`src/rtl/id_ex_stage.sv`:
```
// ID/EX pipeline register with load-use bubble insertion and ALU operand selection.
// Define IDEX_FORWARD_EN to enable EX/MEM and MEM/WB result forwarding onto operands A and B.
module id_ex_stage #(
    parameter logic [3:0] RESET_CTL = 4'b0000
) (
    input  logic        clk,
    input  logic        rst,
    input  logic        stall,
    input  logic        flush,
    input  logic [4:0]  id_rs,
    input  logic [4:0]  id_rt,
    input  logic [4:0]  id_rd,
    input  logic [31:0] id_rdata1,
    input  logic [31:0] id_rdata2,
    input  logic [31:0] id_imm,
    input  logic        id_alusrc,
    input  logic [3:0]  id_aluctl,
    input  logic        id_regdst,
    input  logic        id_regwrite,
    input  logic        id_memread,
    input  logic        id_memwrite,
    input  logic        id_memtoreg,
    input  logic        exmem_regwrite,
    input  logic [4:0]  exmem_rd,
    input  logic [31:0] exmem_result,
    input  logic        memwb_regwrite,
    input  logic [4:0]  memwb_rd,
    input  logic [31:0] memwb_result,
    output logic [3:0]  alu_ctl,
    output logic [31:0] alu_a,
    output logic [31:0] alu_b,
    output logic [31:0] ex_wdata,
    output logic [4:0]  ex_wreg,
    output logic        ex_regwrite,
    output logic        ex_memread,
    output logic        ex_memwrite,
    output logic        ex_memtoreg,
    output logic        ex_valid,
    output logic        load_use
);

    logic [4:0]  rs_q, rs_d;
    logic [4:0]  rt_q, rt_d;
    logic [31:0] rdata1_q, rdata1_d;
    logic [31:0] rdata2_q, rdata2_d;
    logic [31:0] imm_q, imm_d;
    logic        alusrc_q, alusrc_d;
    logic [3:0]  aluctl_q, aluctl_d;
    logic [4:0]  wreg_q, wreg_d;
    logic        regwrite_q, regwrite_d;
    logic        memread_q, memread_d;
    logic        memwrite_q, memwrite_d;
    logic        memtoreg_q, memtoreg_d;
    logic        valid_q, valid_d;
    logic [31:0] fwd_a, fwd_b;

    assign load_use = valid_q & memread_q & (wreg_q != 5'd0) &
                      ((wreg_q == id_rs) | (wreg_q == id_rt));

    always_comb begin
        rs_d       = rs_q;
        rt_d       = rt_q;
        rdata1_d   = rdata1_q;
        rdata2_d   = rdata2_q;
        imm_d      = imm_q;
        alusrc_d   = alusrc_q;
        aluctl_d   = aluctl_q;
        wreg_d     = wreg_q;
        regwrite_d = regwrite_q;
        memread_d  = memread_q;
        memwrite_d = memwrite_q;
        memtoreg_d = memtoreg_q;
        valid_d    = valid_q;
        if (stall) begin
            // a flush or hazard seen while stalled is deliberately dropped here
        end else if (flush || load_use) begin
            rs_d       = 5'd0;
            rt_d       = 5'd0;
            rdata1_d   = 32'd0;
            rdata2_d   = 32'd0;
            imm_d      = 32'd0;
            alusrc_d   = 1'b0;
            aluctl_d   = RESET_CTL;
            wreg_d     = 5'd0;
            regwrite_d = 1'b0;
            memread_d  = 1'b0;
            memwrite_d = 1'b0;
            memtoreg_d = 1'b0;
            valid_d    = 1'b0;
        end else begin
            rs_d       = id_rs;
            rt_d       = id_rt;
            rdata1_d   = id_rdata1;
            rdata2_d   = id_rdata2;
            imm_d      = id_imm;
            alusrc_d   = id_alusrc;
            aluctl_d   = id_aluctl;
            wreg_d     = id_regdst ? id_rd : id_rt;
            regwrite_d = id_regwrite;
            memread_d  = id_memread;
            memwrite_d = id_memwrite;
            memtoreg_d = id_memtoreg;
            valid_d    = 1'b1;
        end
    end

    always_ff @(posedge clk) begin
        if (rst) begin
            rs_q       <= 5'd0;
            rt_q       <= 5'd0;
            rdata1_q   <= 32'd0;
            rdata2_q   <= 32'd0;
            imm_q      <= 32'd0;
            alusrc_q   <= 1'b0;
            aluctl_q   <= RESET_CTL;
            wreg_q     <= 5'd0;
            regwrite_q <= 1'b0;
            memread_q  <= 1'b0;
            memwrite_q <= 1'b0;
            memtoreg_q <= 1'b0;
            valid_q    <= 1'b0;
        end else begin
            rs_q       <= rs_d;
            rt_q       <= rt_d;
            rdata1_q   <= rdata1_d;
            rdata2_q   <= rdata2_d;
            imm_q      <= imm_d;
            alusrc_q   <= alusrc_d;
            aluctl_q   <= aluctl_d;
            wreg_q     <= wreg_d;
            regwrite_q <= regwrite_d;
            memread_q  <= memread_d;
            memwrite_q <= memwrite_d;
            memtoreg_q <= memtoreg_d;
            valid_q    <= valid_d;
        end
    end

`ifdef IDEX_FORWARD_EN
    // EX/MEM is the younger producer, so it takes precedence over MEM/WB
    always_comb begin
        fwd_a = rdata1_q;
        if (exmem_regwrite && (exmem_rd != 5'd0) && (exmem_rd == rs_q))
            fwd_a = exmem_result;
        else if (memwb_regwrite && (memwb_rd != 5'd0) && (memwb_rd == rs_q))
            fwd_a = memwb_result;
    end

    always_comb begin
        fwd_b = rdata2_q;
        if (exmem_regwrite && (exmem_rd != 5'd0) && (exmem_rd == rt_q))
            fwd_b = exmem_result;
        else if (memwb_regwrite && (memwb_rd != 5'd0) && (memwb_rd == rt_q))
            fwd_b = memwb_result;
    end
`else
    logic unused_fwd;
    assign unused_fwd = ^{exmem_regwrite, exmem_rd, exmem_result,
                          memwb_regwrite, memwb_rd, memwb_result, rs_q, rt_q};
    assign fwd_a = rdata1_q;
    assign fwd_b = rdata2_q;
`endif

    assign alu_a       = fwd_a;
    assign alu_b       = alusrc_q ? imm_q : fwd_b;
    assign ex_wdata    = fwd_b;
    assign alu_ctl     = aluctl_q;
    assign ex_wreg     = wreg_q;
    assign ex_regwrite = regwrite_q;
    assign ex_memread  = memread_q;
    assign ex_memwrite = memwrite_q;
    assign ex_memtoreg = memtoreg_q;
    assign ex_valid    = valid_q;

endmodule

```
`config.mk`:
```
export PLATFORM = sky130hd
export DESIGN_NAME = id_ex_stage
export DESIGN_NICKNAME = d
export VERILOG_FILES = /design/src/rtl/id_ex_stage.sv
export SDC_FILE = /design/constraint.sdc
export NUM_CORES = 1
export LEC_CHECK = 0
export CAP_MARGIN = 10
export CORE_MARGIN = 5
export CORE_UTILIZATION = 37
export DETAILED_ROUTE_END_ITERATION = 8
export HOLD_SLACK_MARGIN = 0.05
export PLACE_DENSITY = 0.85
export SLEW_MARGIN = 5
export SYNTH_ARGS = -nofsm -noshare
export SYNTH_HDL_FRONTEND = slang
export SYNTH_SLANG_ARGS = --single-unit
```
`constraint.sdc`:
```
create_clock -name clk -period 2 [get_ports clk]
set_input_delay 0.5 -clock clk [delete_from_list [all_inputs] [get_ports clk]]
set_output_delay 0.5 -clock clk [all_outputs]
set_load 0.02 [all_outputs]
```
Word level (Yosys, flattened, before mapping)
Index checks and enable logic that the tools add are counted.
- word-level logic and storage cells: 32
- input bits: 201
- output and inout bits: 111
- register bits after elaboration: 111
- reductions and logical operators: 2
- muxes and demuxes: 13
- bitwise logic cells: 4
- equality and inequality tests: 2
- operators by type and width (operator ; number):
    $mux 32 ; 4
    $eq 5x5->1 ; 2
    $mux 5 ; 2
    $mux 1 ; 6
    $reduce_bool 5->1 ; 1
    $mux 4 ; 1
    $and 1x1->1 ; 3
    $logic_or 1x1->1 ; 1
    $or 1x1->1 ; 1

Logic depth before layout (Yosys ltp)
- depth in word-level cells: 5
- mapped depth: 6

Worst setup path before layout
Ideal clock, no wire load.
- kind: register to output
- from: register wreg_q[4], in the netlist ex_wreg[4]
- to: output load_use
- data arrival time: 1651 ps
- slack: -151 ps
- path buffers: 1
- cell stages (with the launch flop): 6
- path through: dfxtp_1 > xnor2_1 > nand3_1 > o22ai_1 > clkbuf_1 > nor2b_1
- longest elaborated chain between the ends: 3
- RTL lines (what ; line ; text):
    start, declared ; 49 ; logic [4:0] wreg_q, wreg_d;
    start signal, assigned ; 130 ; wreg_q <= wreg_d;
    $eq 5x5->1 / $reduce_bool 5->1 (equally long branches) ; 58, 57 ;
    $or 1x1->1 / $and 1x1->1 (equally long branches) ; 58, 57 ;
    $and 1x1->1 (*) ; 57 ; assign load_use = valid_q & memread_q & (wreg_q != 5'd0) &
    end, declared ; 39 ; output logic load_use
Mark *: on every way between the ends. The rest lies on a longest branch, timed or not.

Worst setup path after layout
- from: register wreg_q[1], in the netlist ex_wreg[1]
- to: output load_use
Same word-level chain as after synthesis.

==> impl_metrics.py <==
metrics = {
    "outcome": {
        "status": "finished, violations left",
        "violations": "negative setup slack",
    },
    "sta": {
        "fin_tns_setup_ns": -0.1196,
        "timing.slew.headroom_pct": 61.65,
        "setup_viol": 1,
        "rsz0062_at_grt": "true",
        "finClkSkew_ns": 0.007381,
        "tightest_slew_ns": 0.5752,
        "fin_crit_sh_pct": 106.0,
        "clock.fmax_mhz": 471.8,
        "final_max_slew_viol_count": 0,
        "finalCriticalPeriod_ns": 2.120,
        "setup_ws_ns": -0.1196,
        "hold_violations": 0,
    },
    "logic_synthesis": {
        "syn_area_per_cell_sq_um": 8.880,
        "synth_top_cell_by_area": "dfxtp_1",
        "netlist_instances": 565,
        "ys.flop_type": "dfxtp_1",
        "synth_top_area_share_pct": 44.29,
        "synth_common_cells": "dfxtp_1, nand2_1, o21ai_1",
        "ys_types": 19,
        "yosysMostFrequentCell": "dfxtp_1",
        "syn_nets": 766,
        "ys_seq_area_share_pct": 44.29,
        "synth_area_leaders": "dfxtp_1, a32oi_1, o21ai_1, mux2_2, nand2_1",
        "synth-edff-count": 0,
        "syn_area_sq_mm": 0.005017,
        "async_reset_ff_share_pct": 0,
        "ys_ff_latch": 111,
        "synth_warnings": 0,
    },
    "grt": {
        "grt_pass1_vias": 5100,
        "grtUsageTotal_pct": 20.01,
        "antenna_found_initial": 0,
        "overflow": 0,
        "grt_max_degree": 61,
        "grt_pass1_wl_mm": 26.61,
    },
    "pwr": {
        "power_mw": 5.793,
        "ir_worst_vdd_mv": 0.3464,
        "pwr-share-seq_pct": 42.9,
        "internal_power_mw": 4.176,
        "p_per_area_mw_per_mm2": 709.3,
        "p_sw_mw": 1.617,
        "pwr-share-comb_pct": 24.5,
        "swShare_pct": 27.92,
        "leakage_nw": 2.953,
        "clkPwrFrac_pct": 32.6,
    },
    "setup_path": {
        "crit_path_end_kind": "output pin",
        "crit_fanout": 2,
        "path_class": "reg2out",
        "cp.required_ns": 1.50,
        "cp.arrival_ns": 1.62,
        "worstSetupStartpointType": "register",
    },
    "clock_tree": {
        "cts_made_buffers": 9,
        "cts_root_buf": "clkbuf_16",
        "cts.sinks": 111,
        "cts_hold_buffers": 0,
        "cts_max_level": 3,
        "clkSlewWorstSetupHoldPaths_ns": 0.08,
        "clk_path_buf_depth": 2,
        "clk-insertion-delay-late_ns": 0.35,
        "cts_tree": "done",
    },
    "final_layout": {
        "stdcell_count": 962,
        "syn_to_final_growth_pct": 62.77,
        "drive_above_1_share_pct": 16.67,
        "fin_nets": 982,
        "post-route-util_pct": 61.42,
        "num_antenna_cells": 0,
        "fillers": 1095,
    },
    "flow_run": {
        "max-cap-violations": 0,
    },
    "place": {
        "gp_congestion": 0.8146,
        "place_inst": 940,
        "hpwl_mm": 11.61,
        "port_buffers": 235,
        "place_ws_ns": -0.7257,
    },
    "detailed_routing": {
        "drc": 0,
        "drtIter0Drc": 345,
        "ant_nets": 0,
        "viasPerCell": 5.524,
        "wl_per_cell_um": 17.73,
        "wirelength_mm": 17.06,
        "vias": 5314,
        "firstDrtPassIters": 4,
    },
    "worst_hold_path": {
        "hp-class": "reg2reg",
    },
    "die": {
        "die_area_sq_mm": 0.01599,
        "fp.dieH_um": 126.5,
        "row_count": 42,
        "io_pins": 312,
        "initial_core_util_pct": 37.74,
        "core_area_sq_mm": 0.01330,
        "die_w_um": 126.5,
    },
}
[through the flow]
step           instance area (sq um)  hold slack (ns)
4_1_cts                         7975           0.4768
5_1_grt                         8167           0.4937
6_report                        8167           0.4746
3_5_place_dp                    7709           0.4572
2_1_floorplan                   5030           0.4364
3_3_place_gp                    7709           0.4517
[final timing paths]
path / from / to / slack [ns] / cells past startpoint
hold / removal: imm_q[11] / imm_q[11] / 0.47 / 2
setup / recovery: ex_wreg[1] / load_use / -0.12 / 4
hold reg to reg: imm_q[11] / imm_q[11] / 0.47 / 2
setup reg to reg: ex_wreg[0] / imm_q[18] / 0.09 / 7
[power groups by stage]
| stage | Clock [mW] | Combinational, mW | Sequential, mW |
|---|---|---|---|
| after floorplan | 0 | 0.470 | 2.65 |
| after global placement | 0 | 1.36 | 2.53 |
| after detailed placement | 0 | 1.37 | 2.53 |
| after CTS | 1.92 | 1.36 | 2.48 |
| after global routing | 2.00 | 1.51 | 2.50 |
| final | 1.89 | 1.42 | 2.49 |
[registers in the layout, indices dropped and copies added (netlist names), 4 cells and up]
signal,flops
ex_wreg,5
alu_ctl,4
ex_wdata,32
alu_a,32
imm_q,32
[kinds of logic (layout without fill, tap and decap cells)]
kind of cell,Yosys count,count (layout),share of synthesized area [%]
AOI/OAI and AO/OA,229,229,31.17
and+or+nand+nor,114,114,8.928
DFF,111,111,44.29
buffers and inverters,64,285,5.561
muxes,37,37,8.304
xor gates and xnor gates,10,10,1.746
[worst max-delay path, cell delays in order (launching register included)]
cell and delay [ns]:
dfxtp_2 0.32, or4_4 0.54, o211ai_4 0.22, nor2b_4 0.06
buf_6 0.13
[layer usage]
layer  track usage, %  part of all wire [%]
met1            24.84                    41
met5                0                     0
met3            5.885                   7.9
met4            7.319                   2.1
met2            32.97                    49
[cell type report]
| class | instances | area [sq um] | share of cell area [%] |
|---|---|---|---|
| timing repair buffer | 269 | 2786 | 34.12 |
| clock buffer | 11 | 252.7 | 3.095 |
| multi-input combinational | 390 | 2620 | 32.08 |
| clock inverter | 5 | 56.30 | 0.6894 |
| tap | 176 | 220.2 | 2.696 |
| sequential | 111 | 2231 | 27.32 |
[layout by cell type, fill, tap and decap left out, types with 14 or more instances in the layout]
master / instances
mux2_2: 22
dfxtp_1: 106
buf_4: 17
buf_6: 21
o21ai_1: 106
buf_12: 14
mux2_4: 15
clkdlybuf4s50_1: 191
nand2_1: 107
a32oi_1: 105
[repair_timing]
action | CTS | global route
setup buffers | 2 | 2
endpoints found under the setup margin | 146 | 128
cloned | 2 | 0
pin swaps | 5 | 5
resized for setup | 153 | 55
No activity file was read; power rests on OpenSTA's default activity.
==> RTL change 1, RTL diff (config.mk and constraints unchanged) <==
The option `IDEX_FORWARD_EN` is turned on by a define.
--- a/src/rtl/id_ex_stage.sv
+++ b/src/rtl/id_ex_stage.sv
@@ -2,2 +2,4 @@
 // Define IDEX_FORWARD_EN to enable EX/MEM and MEM/WB result forwarding onto operands A and B.
+`define IDEX_FORWARD_EN
+
 module id_ex_stage #(
Behaviour: not the same (a bounded check fails within 4 cycles, from zero or initial values and one cycle with rst high).
==> RTL change 1 against the original RTL <==
The run still ends with setup timing left; sequential cell count increased by 10; power grew 43%; sequential share of layout area decreased by 10 points; critical path depth up 4; synthesized area rose by 20%; design area up 77%; routed wire length increased by 130%; worst setup slack worse by 0.86 ns; largest cell class unchanged; largest power group is now clock; highest routed layer unchanged.
==> RTL change 1: results <==
[global_route]
antenna_found_initial = 1
grt_first_pass_wirelength_microns = 48900
grt_pass1_vias = 8730
grt.met1_usage = 0.351
grtUsageMet2 = 0.603
gr-usage-met3 = 0.0986
grt_max_degree = 49
grt_usage = 0.340

[cts]
clk_latency_ns = 0.42
cts.htree.levels = 4
cts_made_buffers = 17
root_buffer = "clkbuf_16"
path_clk_slew_ns = 0.06

[route]
firstDrtPassIters = 5
routed_via_density = 6.12
wl_per_cell_microns = 28.6
drt_iter0_drc = 599

[setup_path]
arrival_ns = 2.48
r2r-start = "ex_wreg[1]"
cp-endpoint = "alu_b[9]"
r2r_cells = 9
timing.rr.end = "imm_q[17]"
crit_path_max_fanout = 15
reg2reg_slack_ns = -0.36
worstSetupStartpoint = "rt_q[4]"

[sta]
worst_slack_ns = -0.983
setup_viol = 219
clock_skew_ns = 0.00832
worstMarginPinSlew_ns = 0.516

[place]
hpwlAfterDp_microns = 19500
gp_congestion = 0.930
dp_slack_ns = -1.62

[synthesis]
yosysSeqAreaShare = 0.401
ys_top_cells_by_count = "dfxtp_1 (121), a22o_1 (120), clkbuf_1 (41)"
syn_nets = 855
synthTopCellsByArea = "dfxtp_1 (40%), a22o_1 (17%), mux2_2 (6.5%)"
synth_cell_types = 33

[finish]
fill_cells = 598
nets = 1321
drive_gt1_frac = 0.529

[status]
violations = "setup timing"
status = "finished with violations"

[pwr]
vdd_drop_max_uv = 672
-- RTL change 1: cell count changes in the layout (fill, tap and decap cells not counted), sizes merged, moves of 31 or more --
cell | unedited run | this run
buf | 66 | 290
a22o | 0 | 120
a32oi | 105 | 0
nand2 | 107 | 5
o21ai | 106 | 31
nor2 | 0 | 39
mux2i | 0 | 32
inv | 0 | 31
-- RTL change 1: per-stage QoR --
stage          TNS, ns  cell area [sq um]  instances  total power [mW]
6_report       -108.77              14400       1352              8.27
5_1_grt        -120.53              14400       1350              8.45
4_1_cts         -99.28              13400       1337              7.92
3_5_place_dp   -199.16              11200       1250              4.37
3_3_place_gp   -193.99              11200       1250              4.33
2_1_floorplan   -44.16               7010        654              3.35
-- RTL change 1: critical path, stage by stage (launching register included) --
cell and delay (ns):
dfxtp_4 0.37, xnor2_2 0.21, nand4_1 0.16, buf_4 0.18
buf_4 0.21, nor3_1 0.43, a31oi_4 0.07, mux2_4 0.30
buf_6 0.13
-- RTL change 1: logic make-up after synthesis --
family | share of synthesized area
AOI/OAI and AO/OA | 0.276
xor gates and xnor gates | 0.0435
buffers and inverters | 0.0658
DFF | 0.401
muxes | 0.118
and+or+nand+nor | 0.0962
-- RTL change 1: worst min path at each step --
stage                  from            to  slack (ns)  depth (start not counted)
2_1_floorplan   rdata2_q[0]   rdata2_q[0]        0.44                          1
3_3_place_gp   rdata2_q[17]  rdata2_q[17]        0.45                          1
3_5_place_dp    rdata2_q[2]   rdata2_q[2]        0.45                          1
4_1_cts         rdata2_q[6]   rdata2_q[6]        0.47                          1
5_1_grt            id_rs[3]       rs_q[3]        0.49                          3
6_report         alu_ctl[3]    alu_ctl[3]        0.48                          1
-- RTL change 1: metal layers --
layer  part of all wire  wire length, microns  vias up
li1                   -                     -     3402
met1               0.34                 13100     3996
met2               0.49                 19000      624
met3              0.094                  3650      251
met4              0.076                  2950        0
met5                  0                     0        -
-- RTL change 1: repair_timing --
item | 4_1_cts | 5_1_grt
endpoints found under the setup margin | 221 | 223
setup buffers | 37 | 17
gates cloned | 21 | 16
gates resized for setup | 772 | 232
pin swaps | 45 | 166
-- RTL change 1: area by class of cell --
cell class                 count  area share
clock buffer                  23      0.0324
sequential                   121       0.170
inverter                      31     0.00806
multi-input combinational    441       0.360
clock inverter                 9      0.0101
timing repair buffer         508       0.400
antenna                        3    0.000520
tap                          216      0.0187
-- RTL change 1: report_power, final --
| group | total [mW] | switching, mW | internal (mW) |
|---|---|---|---|
| clock | 3.31 | 1.16 | 2.14 |
| sequential | 2.60 | 0.0919 | 2.51 |
| combinational | 2.37 | 1.04 | 1.33 |
| total | 8.27 | 2.29 | 5.98 |
==> RTL change 2, RTL diff (same settings) <==
Without the edit above. Reset style: asynchronous (`rst`), changed in one clocked block.
--- a/src/rtl/id_ex_stage.sv
+++ b/src/rtl/id_ex_stage.sv
@@ -106,3 +106,3 @@
 
-    always_ff @(posedge clk) begin
+    always_ff @(posedge clk or posedge rst) begin
         if (rst) begin
Formal check against the unedited RTL: differs if rst is asserted again (counterexample within 4 cycles, from zero or initial values and one cycle with rst high); with rst held inactive, the same outputs for 4 cycles.
==> RTL change 2 against the original RTL <==
The run still ends with setup timing left; sequential share of layout area rose by 4.5 points; worst setup slack got worse by 0.10 ns; design area rose by 7.1%; sequential cell count did not move; non-clock buffer count rose by 2; first-iteration DRC count rose by 41%; synthesized area rose by 11%; die area rose by 10%; critical path depth rose by 2; register-to-register slack got worse by 0.12 ns; routed wire length rose by 15%; critical path type is now in2out; largest cell class unchanged.
Power is not compared: it rests on default switching activity, and its combinational part moved more than twofold at a synthesized area within 25%.
==> RTL change 2: results <==
[sta]
setup_viol = 22
worstMarginPinSlew_ns = 0.565
worst_slack_ns = -0.220

[global_route]
grt_pass1_vias = 5362
grt_first_pass_wirelength_microns = 29400
grt_max_degree = 113

[status]
status = "finished with violations"
violations = "setup timing"

[setup_path]
r2r_cells = 6
crit_family = "buffers and inverters"

[finish]
multi_input_area_share = 0.293
drive_gt1_frac = 0.163
clock_area_frac = 0.0289
nonClkBufAreaFrac = 0.333
seq_area_sq_um = 2780

[route]
num_vias = 5614
wl_per_cell_microns = 20.3
firstDrtPassIters = 5
routed-wl-met3_microns = 1570

[place]
postPlaceCellArea_sq_um = 8180
gp_congestion = 0.806

[synthesis]
synth_xor_area_frac = 0.0157
synth_cell_types = 20
synth-async-reset-ratio = 1.00
synth-compound-area-share = 0.278
-- RTL change 2: cell types whose count changed after synthesis, moves of 5 or more --
cell / before / now
a21oi_1: 10 / 0
o21ai_0: 0 / 108
nand2_1: 107 / 112
dfrtp_1: 0 / 111
a22oi_1: 6 / 1
dfxtp_1: 111 / 0
a32oi_1: 105 / 110
o21ai_1: 106 / 2
-- RTL change 2: repair_timing --
| action | in CTS | in global routing |
|---|---|---|
| cloned | 2 | 5 |
| buffers inserted | 4 | 4 |
| gates resized for setup | 139 | 67 |
| pin swaps | 4 | 4 |
| endpoints found under the setup margin | 148 | 121 |
| hold buffers | 0 | 0 |
-- RTL change 2: metrics by stage --
| step | total power, mW | TNS (ns) |
|---|---|---|
| finish | 7.31 | -1.93 |
| global route | 7.66 | -5.66 |
| CTS | 7.15 | -2.41 |
| detailed placement | 5.47 | -84.47 |
| global placement | 5.42 | -77.09 |
| floorplan | 4.12 | -0.0604 |
